==> config.mk <==
export PLATFORM = sky130hd
export DESIGN_NAME = sdram_port_arbiter_flat
export DESIGN_NICKNAME = d
export VERILOG_FILES = /design/src/rtl/sdram_port_arbiter_pkg.sv /design/src/rtl/sdram_port_arbiter_if.sv /design/src/rtl/sdram_port_arbiter_rr_picker.sv /design/src/rtl/sdram_port_arbiter.sv /design/src/flat_wrapper.sv
export SDC_FILE = /design/constraint.sdc
export NUM_CORES = 1
export LEC_CHECK = 0
export ABC_AREA = 1
export BUFFER_PORTS_ARGS = -buffer_cell sky130_fd_sc_hd__buf_2
export CELL_PAD_IN_SITES_DETAIL_PLACEMENT = 0
export CELL_PAD_IN_SITES_GLOBAL_PLACEMENT = 2
export CORE_MARGIN = 10
export CORE_UTILIZATION = 19
export CTS_CLUSTER_DIAMETER = 80
export DETAILED_ROUTE_END_ITERATION = 6
export GPL_TIMING_DRIVEN = 0
export PLACE_DENSITY_LB_ADDON = 0.1
export SETUP_SLACK_MARGIN = 0.02
export SYNTH_ARGS = -nofsm -noshare
export SYNTH_HDL_FRONTEND = slang
export SYNTH_SLANG_ARGS = --single-unit
export TNS_END_PERCENT = 5
==> constraint.sdc <==
create_clock -name clk -period 2 [get_ports clk]
set_input_delay 0.4 -clock clk [delete_from_list [all_inputs] [get_ports clk]]
set_output_delay 0.4 -clock clk [all_outputs]
set_load 0.005 [all_outputs]
==> src/rtl/sdram_port_arbiter_pkg.sv <==
`default_nettype none
// ============================================================================
// Module   : sdram_arb_pkg
// Brief    : Shared types and default widths for the SDRAM port arbiter.
// Revision : 1.0
// ============================================================================
package sdram_arb_pkg;

    localparam int unsigned AW_DEFAULT = 24;
    localparam int unsigned DW_DEFAULT = 16;
    localparam int unsigned MEM_BEW    = 2;

    typedef enum logic [1:0] {
        IDLE = 2'd0,
        WAIT = 2'd1,
        DONE = 2'd2
    } arb_state_t;

endpackage
`default_nettype wire

==> src/rtl/sdram_port_arbiter_if.sv <==
`default_nettype none
// ============================================================================
// Module   : sdram_port_arbiter_if
// Brief    : Requester-side and controller-side buses of the SDRAM arbiter.
// Revision : 1.0
// ============================================================================
interface sdram_port_arbiter_if #(
    parameter int unsigned NPORTS = 3,
    parameter int unsigned AW     = 24,
    parameter int unsigned DW     = 16
);
    import sdram_arb_pkg::*;

    logic [NPORTS-1:0]         p_req;
    logic [NPORTS-1:0]         p_wr;
    logic [NPORTS*AW-1:0]      p_addr;
    logic [NPORTS*DW-1:0]      p_wdata;
    logic [NPORTS*MEM_BEW-1:0] p_be;
    logic [NPORTS-1:0]         p_ack;
    logic [DW-1:0]             p_rdata;

    logic                      mem_req;
    logic                      mem_wr;
    logic [AW-1:0]             mem_addr;
    logic [DW-1:0]             mem_wdata;
    logic [MEM_BEW-1:0]        mem_be;
    logic                      mem_ack;
    logic [DW-1:0]             mem_rdata;

    // master: the arbiter itself; slave: requesters plus controller around it
    modport master (
        input  p_req, p_wr, p_addr, p_wdata, p_be, mem_ack, mem_rdata,
        output p_ack, p_rdata, mem_req, mem_wr, mem_addr, mem_wdata, mem_be
    );

    modport slave (
        output p_req, p_wr, p_addr, p_wdata, p_be, mem_ack, mem_rdata,
        input  p_ack, p_rdata, mem_req, mem_wr, mem_addr, mem_wdata, mem_be
    );

endinterface
`default_nettype wire

==> src/rtl/sdram_port_arbiter_rr_picker.sv <==
`default_nettype none
// ============================================================================
// Module   : rr_picker
// Brief    : Combinational round-robin pick starting at ptr, wrapping at NPORTS.
// Revision : 1.0
// ============================================================================
module rr_picker #(
    parameter int unsigned NPORTS = 3,
    parameter int unsigned IW     = 2
) (
    input  logic [NPORTS-1:0] req,
    input  logic [IW-1:0]     ptr,
    output logic [NPORTS-1:0] grant,
    output logic [IW-1:0]     grant_idx
);

    logic [IW-1:0] idx;

    always_comb begin
        grant     = '0;
        grant_idx = '0;
        idx       = '0;
        for (int k = 0; k < NPORTS; k++) begin
            // explicit modulo keeps the wrap correct for non-power-of-two NPORTS
            idx = IW'((32'(ptr) + 32'(k)) % NPORTS);
            if (grant == '0 && req[idx]) begin
                grant[idx] = 1'b1;
                grant_idx  = idx;
            end
        end
    end

endmodule
`default_nettype wire

==> src/rtl/sdram_port_arbiter.sv <==
`default_nettype none
// ============================================================================
// Module   : sdram_port_arbiter
// Brief    : One-in-flight arbiter sharing the SDRAM controller between ports.
// Revision : 1.0
// ============================================================================
module sdram_port_arbiter
    import sdram_arb_pkg::*;
#(
    parameter int unsigned NPORTS     = 3,
    parameter int unsigned AW         = AW_DEFAULT,
    parameter int unsigned DW         = DW_DEFAULT,
    parameter bit          HIPRI_EN   = 1'b1,
    parameter int unsigned HIPRI_PORT = 0
) (
    input  logic                 clk,
    input  logic                 reset,
    sdram_port_arbiter_if.master bus,
    output logic                 busy
);

    localparam int unsigned       IW         = $clog2(NPORTS);
    localparam logic [NPORTS-1:0] HIPRI_MASK = HIPRI_EN ? (NPORTS'(1) << HIPRI_PORT) : '0;
    localparam logic [IW-1:0]     HIPRI_IDX  = IW'(HIPRI_PORT);
    localparam logic [IW-1:0]     LAST_IDX   = IW'(NPORTS - 1);

    arb_state_t         state;
    arb_state_t         state_next;
    logic               load;

    logic [IW-1:0]      rr_ptr;
    logic [IW-1:0]      win_idx;
    logic [IW-1:0]      pick_idx;
    logic [IW-1:0]      sel_idx;
    logic [NPORTS-1:0]  pick_grant;
    logic [NPORTS-1:0]  scan_req;
    logic               hipri_hit;
    logic               any_req;

    logic               sel_wr;
    logic [AW-1:0]      sel_addr;
    logic [DW-1:0]      sel_wdata;
    logic [MEM_BEW-1:0] sel_be;

    // priority port is removed from the scan so it never consumes an RR slot
    assign scan_req  = bus.p_req & ~HIPRI_MASK;
    assign hipri_hit = |(bus.p_req & HIPRI_MASK);
    assign any_req   = hipri_hit | (|pick_grant);

    rr_picker #(
        .NPORTS    (NPORTS),
        .IW        (IW)
    ) u_rr_picker (
        .req       (scan_req),
        .ptr       (rr_ptr),
        .grant     (pick_grant),
        .grant_idx (pick_idx)
    );

    always_comb begin
        sel_idx   = hipri_hit ? HIPRI_IDX : pick_idx;
        sel_wr    = 1'b0;
        sel_addr  = '0;
        sel_wdata = '0;
        sel_be    = '0;
        for (int k = 0; k < NPORTS; k++) begin
            if (sel_idx == IW'(k)) begin
                sel_wr    = bus.p_wr[k];
                sel_addr  = bus.p_addr[k*AW +: AW];
                sel_wdata = bus.p_wdata[k*DW +: DW];
                sel_be    = bus.p_be[k*MEM_BEW +: MEM_BEW];
            end
        end
    end

    always_ff @(posedge clk) begin
        if (reset) begin
            state <= IDLE;
        end else begin
            state <= state_next;
        end
    end

    always_comb begin
        state_next = state;
        load       = 1'b0;
        case (state)
            IDLE: begin
                if (any_req) begin
                    load       = 1'b1;
                    state_next = WAIT;
                end
            end
            WAIT: begin
                if (bus.mem_ack) begin
                    state_next = DONE;
                end
            end
            DONE:    state_next = IDLE;
            default: state_next = IDLE;
        endcase
    end

    always_ff @(posedge clk) begin
        if (reset) begin
            rr_ptr        <= '0;
            win_idx       <= '0;
            bus.mem_wr    <= 1'b0;
            bus.mem_addr  <= '0;
            bus.mem_wdata <= '0;
            bus.mem_be    <= '0;
            bus.p_rdata   <= '0;
        end else begin
            if (load) begin
                win_idx       <= sel_idx;
                bus.mem_wr    <= sel_wr;
                bus.mem_addr  <= sel_addr;
                bus.mem_wdata <= sel_wdata;
                bus.mem_be    <= sel_be;
            end
            if (state == WAIT && bus.mem_ack && !bus.mem_wr) begin
                bus.p_rdata <= bus.mem_rdata;
            end
            if (state == DONE && !(HIPRI_EN && win_idx == HIPRI_IDX)) begin
                rr_ptr <= (win_idx == LAST_IDX) ? '0 : win_idx + IW'(1);
            end
        end
    end

    assign bus.mem_req = (state == WAIT);
    assign busy        = (state != IDLE);

    always_comb begin
        bus.p_ack = '0;
        for (int k = 0; k < NPORTS; k++) begin
            bus.p_ack[k] = (state == DONE) && (win_idx == IW'(k));
        end
    end

endmodule
`default_nettype wire
==> src/flat_wrapper.sv <==
// flat-port wrapper written by rule: the top's interface ports become plain ports
module sdram_port_arbiter_flat import sdram_arb_pkg::*;
#(
    parameter int unsigned NPORTS     = 3,
    parameter int unsigned AW         = AW_DEFAULT,
    parameter int unsigned DW         = DW_DEFAULT,
    parameter bit          HIPRI_EN   = 1'b1,
    parameter int unsigned HIPRI_PORT = 0
)
  (clk, reset, busy, bus_p_req, bus_p_wr, bus_p_addr, bus_p_wdata, bus_p_be, bus_mem_ack, bus_mem_rdata, bus_p_ack, bus_p_rdata, bus_mem_req, bus_mem_wr, bus_mem_addr, bus_mem_wdata, bus_mem_be);
  sdram_port_arbiter_if #(.NPORTS(NPORTS), .AW(AW), .DW(DW)) bus_i ();
  input  logic clk;
  input  logic reset;
  output logic busy;
  input wire logic [$bits(bus_i.p_req)-1:0] bus_p_req;
  input wire logic [$bits(bus_i.p_wr)-1:0] bus_p_wr;
  input wire logic [$bits(bus_i.p_addr)-1:0] bus_p_addr;
  input wire logic [$bits(bus_i.p_wdata)-1:0] bus_p_wdata;
  input wire logic [$bits(bus_i.p_be)-1:0] bus_p_be;
  input wire logic [$bits(bus_i.mem_ack)-1:0] bus_mem_ack;
  input wire logic [$bits(bus_i.mem_rdata)-1:0] bus_mem_rdata;
  output wire logic [$bits(bus_i.p_ack)-1:0] bus_p_ack;
  output wire logic [$bits(bus_i.p_rdata)-1:0] bus_p_rdata;
  output wire logic [$bits(bus_i.mem_req)-1:0] bus_mem_req;
  output wire logic [$bits(bus_i.mem_wr)-1:0] bus_mem_wr;
  output wire logic [$bits(bus_i.mem_addr)-1:0] bus_mem_addr;
  output wire logic [$bits(bus_i.mem_wdata)-1:0] bus_mem_wdata;
  output wire logic [$bits(bus_i.mem_be)-1:0] bus_mem_be;
  assign bus_i.p_req = bus_p_req;
  assign bus_i.p_wr = bus_p_wr;
  assign bus_i.p_addr = bus_p_addr;
  assign bus_i.p_wdata = bus_p_wdata;
  assign bus_i.p_be = bus_p_be;
  assign bus_i.mem_ack = bus_mem_ack;
  assign bus_i.mem_rdata = bus_mem_rdata;
  assign bus_p_ack = bus_i.p_ack;
  assign bus_p_rdata = bus_i.p_rdata;
  assign bus_mem_req = bus_i.mem_req;
  assign bus_mem_wr = bus_i.mem_wr;
  assign bus_mem_addr = bus_i.mem_addr;
  assign bus_mem_wdata = bus_i.mem_wdata;
  assign bus_mem_be = bus_i.mem_be;
  sdram_port_arbiter #(.NPORTS(NPORTS), .AW(AW), .DW(DW), .HIPRI_EN(HIPRI_EN), .HIPRI_PORT(HIPRI_PORT)) u_core (.clk(clk), .reset(reset), .bus(bus_i), .busy(busy));
endmodule
==> results of run 1 <==
==> stage by stage <==
step	total power [mW]	instances	TNS [ps]	utilization, %	cell area [um^2]
6_report	4.21	1091	-10020	30.2	5910
5_1_grt	4.49	1089	-16930	30.1	5900
4_1_cts	4.27	1086	-9770	29.4	5770
3_5_place_dp	2.52	1062	-16440	26.8	5240
3_3_place_gp	2.51	1062	-15240	26.8	5240
2_1_floorplan	2.03	584	-283	-	3850
==> kinds of logic after synthesis <==
group / Yosys count
adder cells (fa/ha/maj): 4
buffers and inverters: 91
AO/OA/AOI/OAI: 68
AND/OR/NAND/NOR: 356
flip-flops: 65
==> cell type report <==
cell class / instances / area (um^2)
Antenna cell: 3 / 7.51
Buffer: 40 / 339
Clock buffer: 10 / 239
Clock inverter: 6 / 72.6
Fill cell: 2274 / 13700
Inverter: 51 / 201
Multi-Input combinational cell: 428 / 2230
Sequential cell: 65 / 1310
Tap cell: 265 / 332
Timing Repair Buffer: 223 / 1180
==> flip-flops by register name (all words and copies together) (netlist names) <==
register and cells:
u_core.bus.mem_wr 1, u_core.bus.mem_wdata 16, u_core.rr_ptr 2, u_core.state 2, u_core.bus.mem_be 2, u_core.win_idx 2
u_core.bus.mem_addr 24, u_core.bus.p_rdata 16
==> layout by cell type (no fill, tap or decap), types with 3 or more instances in the layout <==
| cell type | netlist | final |
|---|---|---|
| buf_4 | 6 | 13 |
| clkbuf_2 | 1 | 3 |
| a21oi_1 | 41 | 38 |
| inv_1 | 47 | 45 |
| nand2_4 | 3 | 4 |
| diode_2 | 0 | 3 |
| a21oi_2 | 8 | 11 |
| clkbuf_16 | 0 | 10 |
| buf_8 | 0 | 5 |
| buf_2 | 8 | 215 |
| nor2_2 | 3 | 3 |
| buf_6 | 6 | 10 |
| or2_1 | 20 | 21 |
| clkbuf_1 | 18 | 11 |
| dfxtp_1 | 65 | 63 |
| nand2_2 | 2 | 7 |
| nand3_1 | 96 | 89 |
| inv_2 | 3 | 3 |
| nor2_1 | 41 | 40 |
| nand3_4 | 1 | 5 |
| inv_6 | 0 | 4 |
| nand3_2 | 4 | 7 |
| nand4_1 | 13 | 13 |
| o21ai_0 | 18 | 16 |
| or2_2 | 11 | 10 |
| nand2_1 | 158 | 151 |
==> what timing repair did <==
| item | 4_1_cts | 5_1_grt |
|---|---|---|
| endpoints found under the setup margin | 56 | 56 |
| hold buffers | 0 | 0 |
| pin swaps | 7 | 10 |
| cloned | 2 | 1 |
| buffers inserted | 6 | 1 |
| hold endpoints to repair | 0 | 0 |
| resized for setup | 39 | 35 |
==> where the power goes <==
part / internal (mW) / switching (mW) / leakage (nW) / total (mW)
Sequential: 1.42 / 0.0685 / 0.536 / 1.49
Combinational: 0.473 / 0.588 / 2.35 / 1.06
Clock: 1.01 / 0.641 / 0.150 / 1.66
Total: 2.91 / 1.30 / 3.04 / 4.21
==> worst min path at each step <==
stage,end,start,depth (start not counted),slack (ps)
global route,u_core.bus.p_rdata[4]$_SDFFE_PP0P_,bus_mem_rdata[4],3,280
floorplan,u_core.rr_ptr[0]$_SDFFE_PP0P_,u_core.rr_ptr[0]$_SDFFE_PP0P_,2,450
detailed placement,u_core.bus.mem_addr[10]$_SDFFE_PP0P_,u_core.bus.mem_addr[10]$_SDFFE_PP0P_,2,450
global placement,u_core.bus.mem_addr[13]$_SDFFE_PP0P_,u_core.bus.mem_addr[13]$_SDFFE_PP0P_,2,450
finish,u_core.bus.p_rdata[14]$_SDFFE_PP0P_,bus_mem_rdata[14],3,280
CTS,u_core.bus.p_rdata[14]$_SDFFE_PP0P_,bus_mem_rdata[14],3,260
==> routing by layer <==
layer	wire, um	GRT usage, %	vias up
li1	-	-	2357
met1	8250	16.9	2048
met2	8330	21.5	145
met3	1520	5.36	9
met4	95	3.39	2
met5	9	0	-
==> critical path, stage by stage, from the launching register on <==
cell and delay (ps):
dfxtp_4 390, inv_4 50, ha_4 310, inv_4 60, nand3_4 60, nand2_4 60, nand3_2 70, nand2_2 50
inv_1 140, nand3_4 100, nand2_4 80, nand3_4 120, buf_12 190, buf_6 130, or2_1 200, nand3_1 70
a21oi_1 60
==> results.sh, run 1 <==
export IMPL_status="finished, violations left"
export IMPL_violations="negative setup slack"
export IMPL_startpoint_type="flop"
export IMPL_synth_avg_cell_area_um2=6.50
export IMPL_cp_end_kind="flop"
export IMPL_synth_common_cells="nand2_1 (158), nand3_1 (96), dfxtp_1 (65)"
export IMPL_area_growth_syn_to_layout_pct=55.6
export IMPL_finalHoldViolations=0
export IMPL_setup_viol=45
export IMPL_synth_async_sr_flop_share_pct=0
export IMPL_gp_congestion=0.759
export IMPL_yosysWarnings=0
export IMPL_wl_per_cell_um=16.7
export IMPL_synth_most_common_cell="nand2_1"
export IMPL_ff2ff_setup_slack_ps=-280
export IMPL_yosysTopAreaCell="dfxtp_1"
export IMPL_synth_area_leaders="dfxtp_1 (34%), nand2_1 (16%), nand3_1 (13%)"
export IMPL_cts_root_buffer="clkbuf_16"
export IMPL_place_ws_ps=-348
export IMPL_synthAdderAreaFrac_pct=1.32
export IMPL_fmax_mhz=439
export IMPL_die_w_um=161
export IMPL_min_delay_path_class="in -> reg"
export IMPL_synth_xor_area_share_pct=0
export IMPL_synth_seq_cells=65
export IMPL_route_detailed_drc=0
export IMPL_grt_pass1_vias=4907
export IMPL_grt_max_degree=14
export IMPL_synth_compound_area_share_pct=9.79
export IMPL_fin_hold_ws_ps=279
export IMPL_p_leak_nw=3.04
export IMPL_first_iter_violations=165
export IMPL_max_cap_viol_count=0
export IMPL_worstPathArrival_ps=2460
export IMPL_cts_sinks=65
export IMPL_synth_mux_area_share_pct=0
export IMPL_drt_first_pass_iters=4
export IMPL_cts_max_level=3
export IMPL_clkSlewWorstSetupHoldPaths_ps=60
export IMPL_synth_top_family_by_area="simple AND/OR/NAND/NOR gates"
export IMPL_r2r_start="u_core.rr_ptr[0]$_SDFFE_PP0P_"
export IMPL_irDropWorstVdd_mv=0.392
export IMPL_hpwl_mm=14.6
export IMPL_drtAntennaViolNets=0
export IMPL_cts_tree="done"
export IMPL_cts_buffers=9
export IMPL_period_needed_ps=2280
export IMPL_synth_edf_count=0
export IMPL_grt_pass1_wl_mm=27.7
export IMPL_syn_inst=584
export IMPL_core_area_mm2=0.0196
export IMPL_fin_skew_ps=6.40
export IMPL_synth_simple_area_share_pct=43.5
export IMPL_r2r_end="u_core.bus.mem_addr[17]$_SDFFE_PP0P_"
export IMPL_critPathLaunch="u_core.rr_ptr[0]$_SDFFE_PP0P_"
export IMPL_synthDistinctLibCells=29
export IMPL_grtUsageTotal_pct=13.6
export IMPL_path_max_fanout=7
export IMPL_power_density_mw_per_mm2=712
export IMPL_syn_nets=739
export IMPL_worst_pin_slew_ps=727
export IMPL_die_h_um=161
export IMPL_synthDominantCellAreaShare_pct=34.3
export IMPL_critPathKind="reg -> reg"
export IMPL_antenna_found_initial=3
export IMPL_die_area_mm2=0.0260
export IMPL_critPathRequiredTime_ps=2190
export IMPL_maxSlewHeadroom_pct=51.5
export IMPL_rsz0062_at_grt="yes"
export IMPL_cts_buffer_depth=2
export IMPL_nNetsFinal=973
export IMPL_yosysSeqAreaShare_pct=34.3
export IMPL_worstSkewPairLatency_ps=340
export IMPL_final_layout_size_suffix_gt1_share_pct=40.0
export IMPL_vias=4561
export IMPL_num_rows=51
export IMPL_start_util_pct=19.4
export IMPL_syn_area_mm2=0.00380
export IMPL_grt_overflow=0
export IMPL_vias_per_cell=4.18
export IMPL_totalWireLength_mm=18.2
export IMPL_crit_end="u_core.bus.mem_addr[17]$_SDFFE_PP0P_"
export IMPL_fin_ws_ps=-277
export IMPL_post_route_period_util_pct=114
export IMPL_portBuffers=213
export IMPL_slew_viol_final=0
export IMPL_synth_ff_type="dfxtp_1"
export IMPL_ios=215
export IMPL_r2r_cells=16
(Power assumes the default switching activity.)
==> run 2, diff against run 1 <==
- CORE_UTILIZATION: 19 -> 23
- clock period: 2 -> 2.91 ns (I/O delays scaled with it)
==> run 2 against run 1 <==
- combinational power is 38% lower
- the flow now finishes without violations
- highest routed layer unchanged
- power is 34% lower
- flip-flop and latch count stayed put
- critical path type unchanged
- fmax is 11% lower
- largest power group unchanged
- clock skew is 1.5 ps higher
- utilization is 3.7 points higher
- worst setup slack better by 620 ps
- die area is 15% lower
- worst hold slack better by 180 ps
- global-route usage is 0.99 points higher
==> results.sh, run 2 (synthesis gave the netlist of run 1 again) <==
export IMPL_status="finished, final reports clean"
export IMPL_nNetsFinal=963
export IMPL_vias_per_cell=4.37
export IMPL_die_area_mm2=0.0220
export IMPL_cp_end_kind="flop"
export IMPL_setup_tns_final_ps=0
export IMPL_n_antenna_cell=0
export IMPL_area_growth_syn_to_layout_pct=43.2
export IMPL_regMostFlops="u_core.bus.mem_addr"
export IMPL_grt_pass1_wl_mm=25.4
export IMPL_fin_skew_ps=7.92
export IMPL_power_share_sequential_pct=36.6
export IMPL_cts_buffers=9
export IMPL_vias=4496
export IMPL_cts_max_level=3
export IMPL_fillers=1877
export IMPL_maxSlewHeadroom_pct=49.3
export IMPL_power_density_mw_per_mm2=514
export IMPL_clkSlewWorstSetupHoldPaths_ps=60
export IMPL_fin_ws_ps=339
export IMPL_cts_buffer_depth=2
export IMPL_final_layout_size_suffix_gt1_share_pct=35.2
export IMPL_core_area_mm2=0.0161
export IMPL_place_ws_ps=320
export IMPL_critPathRequiredTime_ps=3180
export IMPL_post_cts_setup_buffers=0
export IMPL_cts_sinks=65
export IMPL_largest_reg_flops=24
export IMPL_grt_pass1_vias=4671
export IMPL_final_cell_mix="buf_2 (221), nand2_1 (158), nand3_1 (96)"
export IMPL_power_mw=2.79
export IMPL_combPwrFrac_pct=23.5
export IMPL_start_util_pct=23.6
export IMPL_startpoint_type="flop"
export IMPL_setup_viol=0
export IMPL_wl_per_cell_um=16.2
export IMPL_final_core_util_pct=33.8
export IMPL_cts_root_buffer="clkbuf_16"
export IMPL_drt_first_pass_iters=4
export IMPL_fin_hold_ws_ps=461
export IMPL_totalWireLength_mm=16.7
export IMPL_grtUsageTotal_pct=14.6
export IMPL_finalHoldViolations=0
export IMPL_hpwl_mm=13.7
export IMPL_dp_cells=1013
export IMPL_cts_tree="done"
export IMPL_critPathKind="reg -> reg"
export IMPL_switching_power_mw=0.865
export IMPL_rsz0062_at_grt="no"
export IMPL_worst_pin_slew_ps=761
export IMPL_max_cap_viol_count=0
export IMPL_cts_resized_gates=0
export IMPL_fmax_mhz=389
export IMPL_min_delay_path_class="reg -> reg"
export IMPL_p_clk_share_pct=39.9
export IMPL_final_cells=1029
export IMPL_grt_max_degree=14
export IMPL_post_route_period_util_pct=88.3
export IMPL_first_iter_violations=164
export IMPL_antenna_found_initial=2
export IMPL_path_max_fanout=10
export IMPL_swShare_pct=31.0
export IMPL_reg_largest_list="u_core.bus.mem_addr (24), u_core.bus.mem_wdata (16), u_core.bus.p_rdata (16)"
export IMPL_grt_overflow=0
export IMPL_worstPathArrival_ps=2840
export IMPL_worstSkewPairLatency_ps=340
export IMPL_post_route_cell_area_mm2=0.00544
export IMPL_die_w_um=148
export IMPL_route_detailed_drc=0
export IMPL_die_h_um=148
export IMPL_slew_viol_final=0
export IMPL_final_common_cell="buf_2"
export IMPL_gp_congestion=0.733
export IMPL_p_int_mw=1.93
export IMPL_drtAntennaViolNets=0
export IMPL_num_rows=46
export IMPL_place_area_mm2=0.00513
export IMPL_p_leak_nw=2.88
export IMPL_portBuffers=213
export IMPL_ios=215
export IMPL_postCtsHoldBufs=0
export IMPL_irDropWorstVdd_mv=0.236
export IMPL_period_needed_ps=2570
## run 2: routing by layer
layer | routed length, um | global-route usage (%) | up-vias | part of all wire [%]
met5 | 28 | 0 | - | 0.17
met4 | 157 | 4.01 | 4 | 0.94
met3 | 1380 | 4.88 | 14 | 8.3
met2 | 7800 | 24.3 | 142 | 47
met1 | 7320 | 17.5 | 2010 | 44
li1 | - | - | 2326 | -
## run 2: area by class of cell
| type | instances | area (um^2) | area share [%] |
|---|---|---|---|
| Tap cell | 216 | 270 | 4.97 |
| Buffer | 40 | 229 | 4.21 |
| Timing Repair Buffer | 213 | 1070 | 19.6 |
| Clock buffer | 9 | 225 | 4.14 |
| Clock inverter | 7 | 77.6 | 1.43 |
| Multi-Input combinational cell | 428 | 2070 | 38.1 |
| Inverter | 51 | 193 | 3.55 |
| Sequential cell | 65 | 1300 | 23.9 |
## run 2: path summary, 6_finish.rpt
check                                        from  depth (start not counted)                                    to  slack (ps)
max                 u_core.rr_ptr[0]$_SDFFE_PP0P_                         12  u_core.bus.mem_wdata[2]$_SDFFE_PP0P_         340
max reg2reg         u_core.rr_ptr[0]$_SDFFE_PP0P_                         12  u_core.bus.mem_wdata[2]$_SDFFE_PP0P_         340
min          u_core.bus.mem_addr[18]$_SDFFE_PP0P_                          2  u_core.bus.mem_addr[18]$_SDFFE_PP0P_         460
min reg2reg  u_core.bus.mem_addr[18]$_SDFFE_PP0P_                          2  u_core.bus.mem_addr[18]$_SDFFE_PP0P_         460
## run 2: power groups by stage
stage,clock (mW),sequential [mW],combinational (mW)
2_1_floorplan,0,1.05,0.344
3_3_place_gp,0,1.04,0.669
3_5_place_dp,0,1.04,0.672
4_1_cts,1.16,1.02,0.675
5_1_grt,1.19,1.03,0.746
6_report,1.11,1.02,0.656
## run 2: worst max-delay path: stages, from the launching register on
cell and delay, ps:
dfxtp_1 380, inv_1 80, ha_1 370, inv_2 110, nand3_1 70, nand2_1 140
nand3_1 140, nand2_4 120, nand3_2 100, nand3_4 140, clkbuf_1 530, nand2_1 150
a21oi_2 160
==> run 3, diff against run 2 <==
- RECOVER_POWER: default -> 25
==> run 3 against run 2 <==
- non-clock buffer count is the same
- sequential share of layout area increased by 0.16 points
- wire length hardly changed
- critical path depth stayed put
- worst setup slack got worse by 2.8 ps
- utilization down 0.23 points
- register-to-register slack hardly changed
- clock-buffer cell count unchanged
- sequential power barely moved
==> results.sh, run 3 (synthesis gave the netlist of run 1 again) <==
export IMPL_gp_congestion=0.733
export IMPL_cp_slowest_stage_delay_ps=530
export IMPL_grtUsageMet3_pct=4.88
export IMPL_period_needed_ps=2570
export IMPL_nNetsFinal=963
export IMPL_final_core_util_pct=33.6
export IMPL_grtUsageTotal_pct=14.6
export IMPL_power_mw=2.78
export IMPL_worstSkewPairLatency_ps=340
export IMPL_area_growth_syn_to_layout_pct=42.2
export IMPL_slew_viol_final=0
export IMPL_hpwl_mm=13.7
export IMPL_cts_resized_gates=0
export IMPL_maxSlewHeadroom_pct=49.5
export IMPL_path_max_fanout=10
export IMPL_n_antenna_cell=0
export IMPL_regMostFlops="u_core.bus.mem_addr"
export IMPL_worstPathArrival_ps=2840
export IMPL_start_util_pct=23.6
export IMPL_vias=4480
export IMPL_fmax_mhz=389
export IMPL_hold_end="u_core.bus.mem_wdata[14]$_SDFFE_PP0P_"
export IMPL_post_route_cell_area_mm2=0.00540
export IMPL_critPathLaunch="u_core.rr_ptr[0]$_SDFFE_PP0P_"
export IMPL_core_area_mm2=0.0161
export IMPL_antenna_found_initial=2
export IMPL_cts_tree="done"
export IMPL_met1_usage_pct=17.5
export IMPL_grt_pass1_wl_mm=25.4
export IMPL_crit_chain="inv_1 > ha_1 > inv_2 > nand3_1 > nand2_1 > nand3_1 > nand2_4 > nand3_2 > nand3_4 > clkbuf_1 > nand2_1 > a21oi_2"
export IMPL_grt_overflow=0
export IMPL_worst_pin_slew_ps=758
export IMPL_crit_slowest_cell="clkbuf_1"
export IMPL_grt_max_degree=14
export IMPL_grt_busiest_layer="met2"
export IMPL_clkSlewWorstSetupHoldPaths_ps=60
export IMPL_critPathRequiredTime_ps=3180
export IMPL_drt_first_pass_iters=4
export IMPL_fin_skew_ps=7.48
export IMPL_hp_start="u_core.bus.mem_wdata[14]$_SDFFE_PP0P_"
export IMPL_r2r_end="u_core.bus.mem_wdata[2]$_SDFFE_PP0P_"
export IMPL_totalWireLength_mm=16.7
export IMPL_max_cap_viol_count=0
export IMPL_route_detailed_drc=0
export IMPL_setup_viol=0
export IMPL_place_area_mm2=0.00513
export IMPL_min_delay_path_class="reg -> reg"
export IMPL_status="finished, final reports clean"
export IMPL_largest_reg_flops=24
export IMPL_critPathKind="reg -> reg"
export IMPL_cts_sinks=65
export IMPL_r2r_cells=12
export IMPL_num_rows=46
export IMPL_p_leak_nw=2.77
export IMPL_die_h_um=148
export IMPL_final_layout_size_suffix_gt1_share_pct=31.6
export IMPL_wl_per_cell_um=16.2
export IMPL_hold_depth=2
export IMPL_grtUsageMet2_pct=24.3
export IMPL_portBuffers=213
export IMPL_startpoint_type="flop"
export IMPL_setup_tns_final_ps=0
export IMPL_post_route_period_util_pct=88.4
export IMPL_drtAntennaViolNets=0
export IMPL_cts_root_buffer="clkbuf_16"
export IMPL_vias_per_cell=4.35
export IMPL_postCtsHoldBufs=0
export IMPL_cp_end_kind="flop"
export IMPL_first_iter_violations=172
export IMPL_cts_max_level=3
export IMPL_ff2ff_setup_slack_ps=340
export IMPL_fillers=1893
export IMPL_final_cell_mix="buf_2 (192), nand2_1 (158), nand3_1 (96)"
export IMPL_die_w_um=148
export IMPL_die_area_mm2=0.0220
export IMPL_finalHoldViolations=0
export IMPL_grt_pass1_vias=4671
export IMPL_post_cts_setup_buffers=0
export IMPL_cts_buffer_depth=2
export IMPL_irDropWorstVdd_mv=0.235
export IMPL_ios=215
export IMPL_final_common_cell="buf_2"
export IMPL_rsz0062_at_grt="no"
export IMPL_r2r_start="u_core.rr_ptr[0]$_SDFFE_PP0P_"
export IMPL_cts_buffers=9
export IMPL_power_density_mw_per_mm2=516
export IMPL_fin_hold_ws_ps=464
export IMPL_reg_largest_list="u_core.bus.mem_addr (24), u_core.bus.mem_wdata (16), u_core.bus.p_rdata (16)"
## run 3: cell count changes in the layout (fill, tap and decap cells not counted), sizes merged
cell    change
buf        -29
clkbuf     +29
## run 3: per-layer routing
metal / part of all wire, % / vias to the layer above
met1: 44 / 1989
met3: 8.4 / 14
met2: 47 / 144
met4: 0.94 / 4
met5: 0.17 / -
li1: - / 2329
## run 3: power breakdown
| group | switching (mW) | internal (mW) | total (mW) |
|---|---|---|---|
| clock | 0.444 | 0.670 | 1.11 |
| sequential | 0.0458 | 0.977 | 1.02 |
| combinational | 0.378 | 0.269 | 0.646 |
## run 3: cell type report
class | instances | area (um^2) | share of cell area, %
multi-input combinational | 428 | 2070 | 38.4
sequential | 65 | 1300 | 24.1
timing repair buffer | 213 | 1030 | 19.1
tap | 216 | 270 | 5.01
buffer | 40 | 229 | 4.24
clock buffer | 9 | 225 | 4.17
inverter | 51 | 193 | 3.57
clock inverter | 7 | 77.6 | 1.44
## run 3: worst max-delay path, delay by kind of cell (launching register included)
family                   cells  cell delay, ps
AO/OA/AOI/OAI                1             160
adder cells (fa/ha/maj)      1             370
buffers and inverters        3             720
flip-flops                   1             380
AND/OR/NAND/NOR              7             860
## run 3: metrics by stage
step	setup slack [ps]	instances
global placement	387	1013
detailed placement	320	1013
floorplan	724	584
global route	82.4	1029
CTS	300	1029
finish	336	1029
## run 3: worst max path at each step
| stage | end | slack, ps | cells after the start |
|---|---|---|---|
| after global placement | u_core.bus.mem_addr[21]$_SDFFE_PP0P_ | 390 | 12 |
| final | u_core.bus.mem_wdata[2]$_SDFFE_PP0P_ | 340 | 12 |
| after detailed placement | u_core.bus.mem_wdata[2]$_SDFFE_PP0P_ | 320 | 12 |
| after CTS | u_core.bus.mem_wdata[2]$_SDFFE_PP0P_ | 300 | 12 |
| after global routing | u_core.bus.mem_addr[21]$_SDFFE_PP0P_ | 80 | 12 |
| after floorplan | u_core.bus.mem_addr[10]$_SDFFE_PP0P_ | 720 | 15 |
